$ cat src/rtl/sequential_sobel_y_stream.sv
// Streaming Sobel-Y engine: two line buffers, 3x3 window, |[1 2 1]*bottom - [1 2 1]*top| per interior pixel.
// Optional build macro SOBEL_Y_SATURATE_EN clamps the magnitude to 255.
module sequential_sobel_y_stream #(
    parameter int IMG_WIDTH  = 64,
    parameter int IMG_HEIGHT = 64
) (
    input  logic                          clk,
    input  logic                          rst_n,
    input  logic [7:0]                    pixel_in,
    input  logic                          pixel_valid,
    input  logic                          sof,
    output logic [9:0]                    sobel_Y_out,
    output logic                          out_valid,
    output logic [$clog2(IMG_HEIGHT)-1:0] out_row,
    output logic [$clog2(IMG_WIDTH)-1:0]  out_col,
    output logic                          frame_done
);
    localparam int CW = $clog2(IMG_WIDTH);
    localparam int RW = $clog2(IMG_HEIGHT);
    localparam logic [CW-1:0] COL_LAST = CW'(IMG_WIDTH - 1);
    localparam logic [RW-1:0] ROW_LAST = RW'(IMG_HEIGHT - 1);
    localparam logic [CW-1:0] COL_TWO  = CW'(2);
    localparam logic [RW-1:0] ROW_TWO  = RW'(2);

    logic [7:0]      lb1_q [IMG_WIDTH];
    logic [7:0]      lb2_q [IMG_WIDTH];
    logic [2:0][7:0] bot_q;
    logic [2:0][7:0] top_q;

    logic [RW-1:0] row_q, row_d, cur_row_s;
    logic [CW-1:0] col_q, col_d, cur_col_s;
    logic          started_q, started_d;
    logic          interior_s, last_s;

    logic          win_vld_q, win_last_q;
    logic [RW-1:0] win_row_q;
    logic [CW-1:0] win_col_q;

    logic          s1_vld_q, s1_last_q;
    logic [9:0]    s_bot_q, s_top_q, s_bot_s, s_top_s;
    logic [RW-1:0] s1_row_q;
    logic [CW-1:0] s1_col_q;

    logic [9:0]    abs_s, mag_s;
    logic [9:0]    mag_q;
    logic          out_valid_q, frame_done_q;
    logic [RW-1:0] out_row_q;
    logic [CW-1:0] out_col_q;

    // Coordinate of the pixel on the input this cycle and the counter advance
    always_comb begin
        cur_row_s = row_q;
        cur_col_s = col_q;
        row_d     = row_q;
        col_d     = col_q;
        started_d = started_q;
        if (pixel_valid && sof) begin
            cur_row_s = '0;
            cur_col_s = '0;
            started_d = 1'b1;
        end else begin
            cur_row_s = row_q;
            cur_col_s = col_q;
        end
        if (pixel_valid) begin
            if (cur_col_s == COL_LAST) begin
                col_d = '0;
                if (cur_row_s == ROW_LAST) begin
                    row_d     = '0;
                    started_d = 1'b1;
                end else begin
                    row_d = cur_row_s + RW'(1);
                end
            end else begin
                col_d = cur_col_s + CW'(1);
                row_d = cur_row_s;
            end
        end else begin
            row_d = row_q;
            col_d = col_q;
        end
        interior_s = pixel_valid && (cur_row_s >= ROW_TWO) && (cur_col_s >= COL_TWO);
        last_s     = started_q && (cur_row_s == ROW_LAST) && (cur_col_s == COL_LAST);
    end

    // Horizontal [1 2 1] smoothing and absolute difference; started_q only marks frames with a defined origin
    always_comb begin
        s_bot_s = {2'b00, bot_q[0]} + {1'b0, bot_q[1], 1'b0} + {2'b00, bot_q[2]};
        s_top_s = {2'b00, top_q[0]} + {1'b0, top_q[1], 1'b0} + {2'b00, top_q[2]};
        if (s_bot_q >= s_top_q) begin
            abs_s = s_bot_q - s_top_q;
        end else begin
            abs_s = s_top_q - s_bot_q;
        end
`ifdef SOBEL_Y_SATURATE_EN
        if (abs_s > 10'd255) begin
            mag_s = 10'd255;
        end else begin
            mag_s = abs_s;
        end
`else
        mag_s = abs_s;
`endif
    end

    // Line buffers and window columns: pure data, masked by the border logic so never reset
    always_ff @(posedge clk) begin
        if (pixel_valid) begin
            lb1_q[cur_col_s] <= pixel_in;
            lb2_q[cur_col_s] <= lb1_q[cur_col_s];
            bot_q            <= {pixel_in, bot_q[2:1]};
            top_q            <= {lb2_q[cur_col_s], top_q[2:1]};
        end
    end

    // Input counters
    always_ff @(posedge clk or negedge rst_n) begin
        if (!rst_n) begin
            row_q     <= '0;
            col_q     <= '0;
            started_q <= 1'b0;
        end else begin
            row_q     <= row_d;
            col_q     <= col_d;
            started_q <= started_d;
        end
    end

    // Window tag, stage 1 (sums) and stage 2 (magnitude / outputs)
    always_ff @(posedge clk or negedge rst_n) begin
        if (!rst_n) begin
            win_vld_q    <= 1'b0;
            win_last_q   <= 1'b0;
            win_row_q    <= '0;
            win_col_q    <= '0;
            s1_vld_q     <= 1'b0;
            s1_last_q    <= 1'b0;
            s_bot_q      <= 10'd0;
            s_top_q      <= 10'd0;
            s1_row_q     <= '0;
            s1_col_q     <= '0;
            mag_q        <= 10'd0;
            out_valid_q  <= 1'b0;
            frame_done_q <= 1'b0;
            out_row_q    <= '0;
            out_col_q    <= '0;
        end else begin
            win_vld_q  <= interior_s;
            win_last_q <= interior_s && last_s;
            if (interior_s) begin
                win_row_q <= cur_row_s - RW'(1);
                win_col_q <= cur_col_s - CW'(1);
            end
            s1_vld_q  <= win_vld_q;
            s1_last_q <= win_last_q;
            s_bot_q   <= s_bot_s;
            s_top_q   <= s_top_s;
            s1_row_q  <= win_row_q;
            s1_col_q  <= win_col_q;
            out_valid_q  <= s1_vld_q;
            frame_done_q <= s1_vld_q && s1_last_q;
            if (s1_vld_q) begin
                mag_q     <= mag_s;
                out_row_q <= s1_row_q;
                out_col_q <= s1_col_q;
            end
        end
    end

    assign sobel_Y_out = mag_q;
    assign out_valid   = out_valid_q;
    assign out_row     = out_row_q;
    assign out_col     = out_col_q;
    assign frame_done  = frame_done_q;
endmodule

$ cat config.mk
export PLATFORM = sky130hd
export DESIGN_NAME = sequential_sobel_y_stream
export DESIGN_NICKNAME = d
export VERILOG_FILES = /design/src/rtl/sequential_sobel_y_stream.sv
export SDC_FILE = /design/constraint.sdc
export NUM_CORES = 1
export LEC_CHECK = 0
export CORE_UTILIZATION = 55
export CTS_BUF_LIST = sky130_fd_sc_hd__clkbuf_8
export CTS_CLUSTER_DIAMETER = 30
export DETAILED_ROUTE_END_ITERATION = 7
export PLACE_DENSITY = 0.77
export SLEW_MARGIN = 40
export SYNTH_ARGS = -nofsm -noshare
export SYNTH_HDL_FRONTEND = slang
export SYNTH_SLANG_ARGS = --single-unit
$ cat constraint.sdc
create_clock -name clk -period 12.13 [get_ports clk]
set_clock_uncertainty 0.2 [all_clocks]
set_input_delay 2.426 -clock clk [delete_from_list [all_inputs] [get_ports clk]]
set_output_delay 2.426 -clock clk [all_outputs]
set_load 0.005 [all_outputs]
* After elaboration in Yosys (flattened, before gate mapping) *
Memory sizes are Yosys's and may differ from the RTL's. A register that Yosys moved wholly into a read port is not among the register bits.
Cells that the tools add are included.

storage, ports and cells
  register bits = 125
  memory bits (writable) = 1024
  bits of input ports = 12
  output and inout bits = 24
  logic and storage cells = 59
  memories kept = 2

operators by class
  $add $sub $neg = 10
  order comparisons = 3
  equal/unequal tests = 2
  multiplexer cells = 12
  reduce and logical (&&, ||, !) cells = 7

memory list
  name   words  width  read ports  clocked after Yosys merged registers in  write ports  line  RTL
  lb1_q  64     8      1           0                                        1            25    logic [7:0] lb1_q [IMG_WIDTH];
  lb2_q  64     8      1           1                                        1            26    logic [7:0] lb2_q [IMG_WIDTH];

operators with widths
  operator                                             count
  2-to-1 mux 6 bit                                     5
  adder 10 x 8 -> 10 bit                               2
  adder 8 x 9 -> 10 bit                                2
  subtractor 10 bit                                    2
  adder 6 x 1 -> 6 bit, second input constant          2
  equality test 6 bit, second input constant           2
  >= comparator 6 x 2 -> 1 bit, second input constant  2
  subtractor 6 x 1 -> 6 bit, second input constant     2
  >= comparator 10 bit                                 1
  2-to-1 mux 10 bit                                    1
  logical AND 1 bit                                    7
  2-to-1 mux 1 bit                                     6

* Longest topological paths before layout *
  word-level depth = 6
  mapped depth = 13
  mapped depth without buffers = 10

* Worst setup path before layout *
OpenSTA, ideal clock, no wires.

  kind = input -> register
  from = input pixel_valid
  to = memory lb2_q[0][7] (data pin)
  library setup time = 0.564 ns
  data arrival time = 5.613 ns
  required time = 11.366 ns
  path slack = 5.753 ns
  stages = 9
  buffers on the path = 3
  cell sequence = buf_4 -> a21bo_2 -> buf_2 -> nor3_2 -> clkbuf_1 -> a22oi_1 -> a31oi_1 -> a32oi_1 -> mux2i_1

between the ends
  longest elaborated chain between the ends = 3

RTL lines
  what                 line  RTL
  from (decl)          10    input logic pixel_valid,
  logical AND 1 bit    57    if (pixel_valid && sof) begin
  2-to-1 mux 6 bit     57
  memory (64 x 8 bit)  -
  to (decl)            26

No other way between the ends.

* Worst setup path after layout *
  from = input sof
  to = memory lb2_q[38][4] (data pin)

between the ends
  longest elaborated chain between the ends = 3

RTL lines
  what                 line  RTL
  from (decl)          11    input logic sof,
  logical AND 1 bit    57
  2-to-1 mux 6 bit     57
  memory (64 x 8 bit)  -

No other way between the ends.

==> impl_metrics.toml <==
[clocking]
clk_pin_slew_worst_paths_ns = 0.05
cts_max_level = 4
cts_made_buffers = 194
cts_tree = "done"
cts_resized = 0
clock_path_buffers = 3
root_buffer = "clkbuf_8"
cts.sinks = 1157
postCtsSetupRepairBufs = 0
clk_latency_ns = 0.86
ctsHoldBuffers = 0

[yosys]
netlist_area_mm2 = 0.04461
yosysWarningCount = 0
async_reset_ff_share_pct = 7.347
syn_nets = 2735
synth_edf_count = 1072
avgSynthCellArea_um2 = 16.76
yosysSeqAreaShare_pct = 76.93
synth_ff_type = "edfxtp_1"
synth.distinct_cells = 74
ys_ff_latch = 1157
synthCells = 2662

[finish]
layout_commonest_cell = "edfxtp_1"
layout-drive-gt1-share_pct = 17.48
fin_nets = 2941
area_growth_pct = 13.84
final_cell_mix = "edfxtp_1, a22oi_1, clkbuf_8, buf_4, nor2_1"

[pwr]
p_switching_uw = 3707
p_leak_uw = 0.01733
power.density_mw_per_mm2 = 227.2
p_comb_share_pct = 24.1
vdd.ir_drop.worst_mv = 0.1599
internal_power_uw = 7834
p_clk_share_pct = 30.9
p_sw_share_pct = 32.12
power_frac_seq_pct = 45.0

[global_routing]
grt_pass1_wl_um = 183700
grtUsageTotal_pct = 31.36
grt_max_degree = 73
gr-total-overflow = 0
grt_pass1_vias = 27180
grt_antenna_before_repair = 6

[placed_design]
gp_congestion = 0.9191
place.detailed.hpwl_um = 74190
portBuffers = 35

[worst_setup_path]
end_kind = "register"
critPathMaxFanout = 50
startpoint = "sof"
required_ns = 12.48
arrival_ns = 7.53
worstSetupPathType = "in2reg"
critPathLaunchType = "input port"
r2r-start = "col_q[1]"

[drt]
num_vias = 27750
drt_iter0_drc = 4856
routed_wl_um = 128600
drc = 0
dr.pass1.iters = 7
wire_per_inst_um = 31.45
avgViaCountPerCell = 6.784
final_antenna_net_count = 0

[sta]
final_hold_viol_count = 0
period_needed_ns = 7.174
finalCritPeriodShare_pct = 59.14
slew_headroom_pct = 37.34
tightest_slew_ns = 0.9355
setup_viol = 0
fmax_mhz = 139.4
slew_violations = 0
finalSetupTns_ns = 0
hold_ws_ns = 0.1539
rsz0062_at_grt = "no"

[die]
core-area_mm2 = 0.08042
die_h_um = 286.8
row_count = 104
ios = 36
initial_core_util_pct = 55.47
die_x_um = 286.8
die-area_mm2 = 0.08225

[job]
maxCapViolCount = 0

[worst_hold_path]
hp-class = "reg2reg"
hp-start = "win_last_q"

[status]
outcome = "completed"
## synthesized netlist by cell type, drive strengths merged (25+ instances only)
library cell  number  area [µm²]
a222oi            56       560.5
o21ai             45       225.2
nand2            104       390.4
buf               64       300.3
dfrtp             85        2127
inv               46       172.7
nor2             122       460.5
and3              65       406.6
a22oi            241        1809
a21oi             63       315.3
edfxtp          1072       32190
mux2i             63       630.6
mux2              58       653.1
a31oi             69       431.7
clkbuf            99       371.6
ha                43       538.0
a2111oi           25       225.2
## metal layers
metal  share of wire [%]  GRT usage [%]
met5               0.018              0
met4                 6.3          18.18
met3                  16          9.373
met2                  45          47.37
met1                  33          40.63
## through the flow
| step | power, µW | instance area (µm²) | utilization, % | setup slack (ns) | cells |
|---|---|---|---|---|---|
| floorplan | 6803 | 44610 | - | 5.753 | 2662 |
| global placement | 7843 | 46640 | 58.00 | 3.862 | 3726 |
| detailed placement | 7942 | 46720 | 58.10 | 3.950 | 3731 |
| CTS | 11460 | 50760 | 63.12 | 4.852 | 4085 |
| global route | 11880 | 50780 | 63.15 | 4.943 | 4088 |
| finish | 11540 | 50790 | 63.15 | 4.956 | 4090 |
## kinds of logic (layout without fill, tap and decap cells)
| logic type | count (synthesis) | after routing | share of synthesized area (%) |
|---|---|---|---|
| buf+inv | 210 | 574 | 1.902 |
| compound gates | 657 | 657 | 11.01 |
| mux | 123 | 123 | 2.979 |
| flops | 1157 | 1157 | 76.93 |
| xor+xnor | 23 | 23 | 0.4516 |
| simple gates | 431 | 431 | 4.718 |
| fa+ha+maj | 61 | 61 | 2.014 |
| other cells | 0 | 4 | 0 |
## worst paths after layout
check | end | slack [ns] | cells past startpoint
worst max-delay path | lb2_q[38][4] | 4.96 | 11
worst min-delay path | s1_last_q | 0.15 | 0
worst max register to register | lb2_q[34][0] | 6.21 | 10
worst min register to register | s1_last_q | 0.15 | 0
max in group asynchronous | col_q[0] | 9.60 | 2
min in group asynchronous | s_bot_q[8] | 1.22 | 1
## registers in the layout (all words and copies together), names as in the netlist, 10 cells and up
register,count
s_bot_q,10
sobel_Y_out,10
lb1_q,512
top_q,24
bot_q,24
s_top_q,10
lb2_q,512
## area by class of cell
cell class                      instances  area (µm²)
Fill cell                            5459       29630
Timing Repair Buffer                  173        1354
Multi-Input combinational cell       1295        9552
Sequential cell                      1157       34330
Clock inverter                        157        1331
Antenna cell                            4       10.01
Clock buffer                          197        2711
Inverter                               47       176.4
Tap cell                             1060        1326
## worst max-delay path, stage by stage
cell and delay [ns]:
clkdlybuf4s50_1 0.75, a21bo_2 0.34, buf_4 0.26, inv_2 0.51, and2_4 0.88, buf_4 0.49, a22oi_1 0.12, a31oi_1 0.58
nor4_1 0.15, nand4_1 0.34, buf_4 0.57
## power groups by stage
| stage | combinational, µW | sequential, µW | clock (µW) |
|---|---|---|---|
| after global placement | 2570 | 5270 | 0 |
| after detailed placement | 2670 | 5280 | 0 |
| final | 2780 | 5190 | 3560 |
| after floorplan | 1560 | 5240 | 0 |
| after global routing | 2900 | 5210 | 3760 |
| after CTS | 2680 | 5190 | 3580 |
Note: power is estimated with default switching activity, not from simulation.
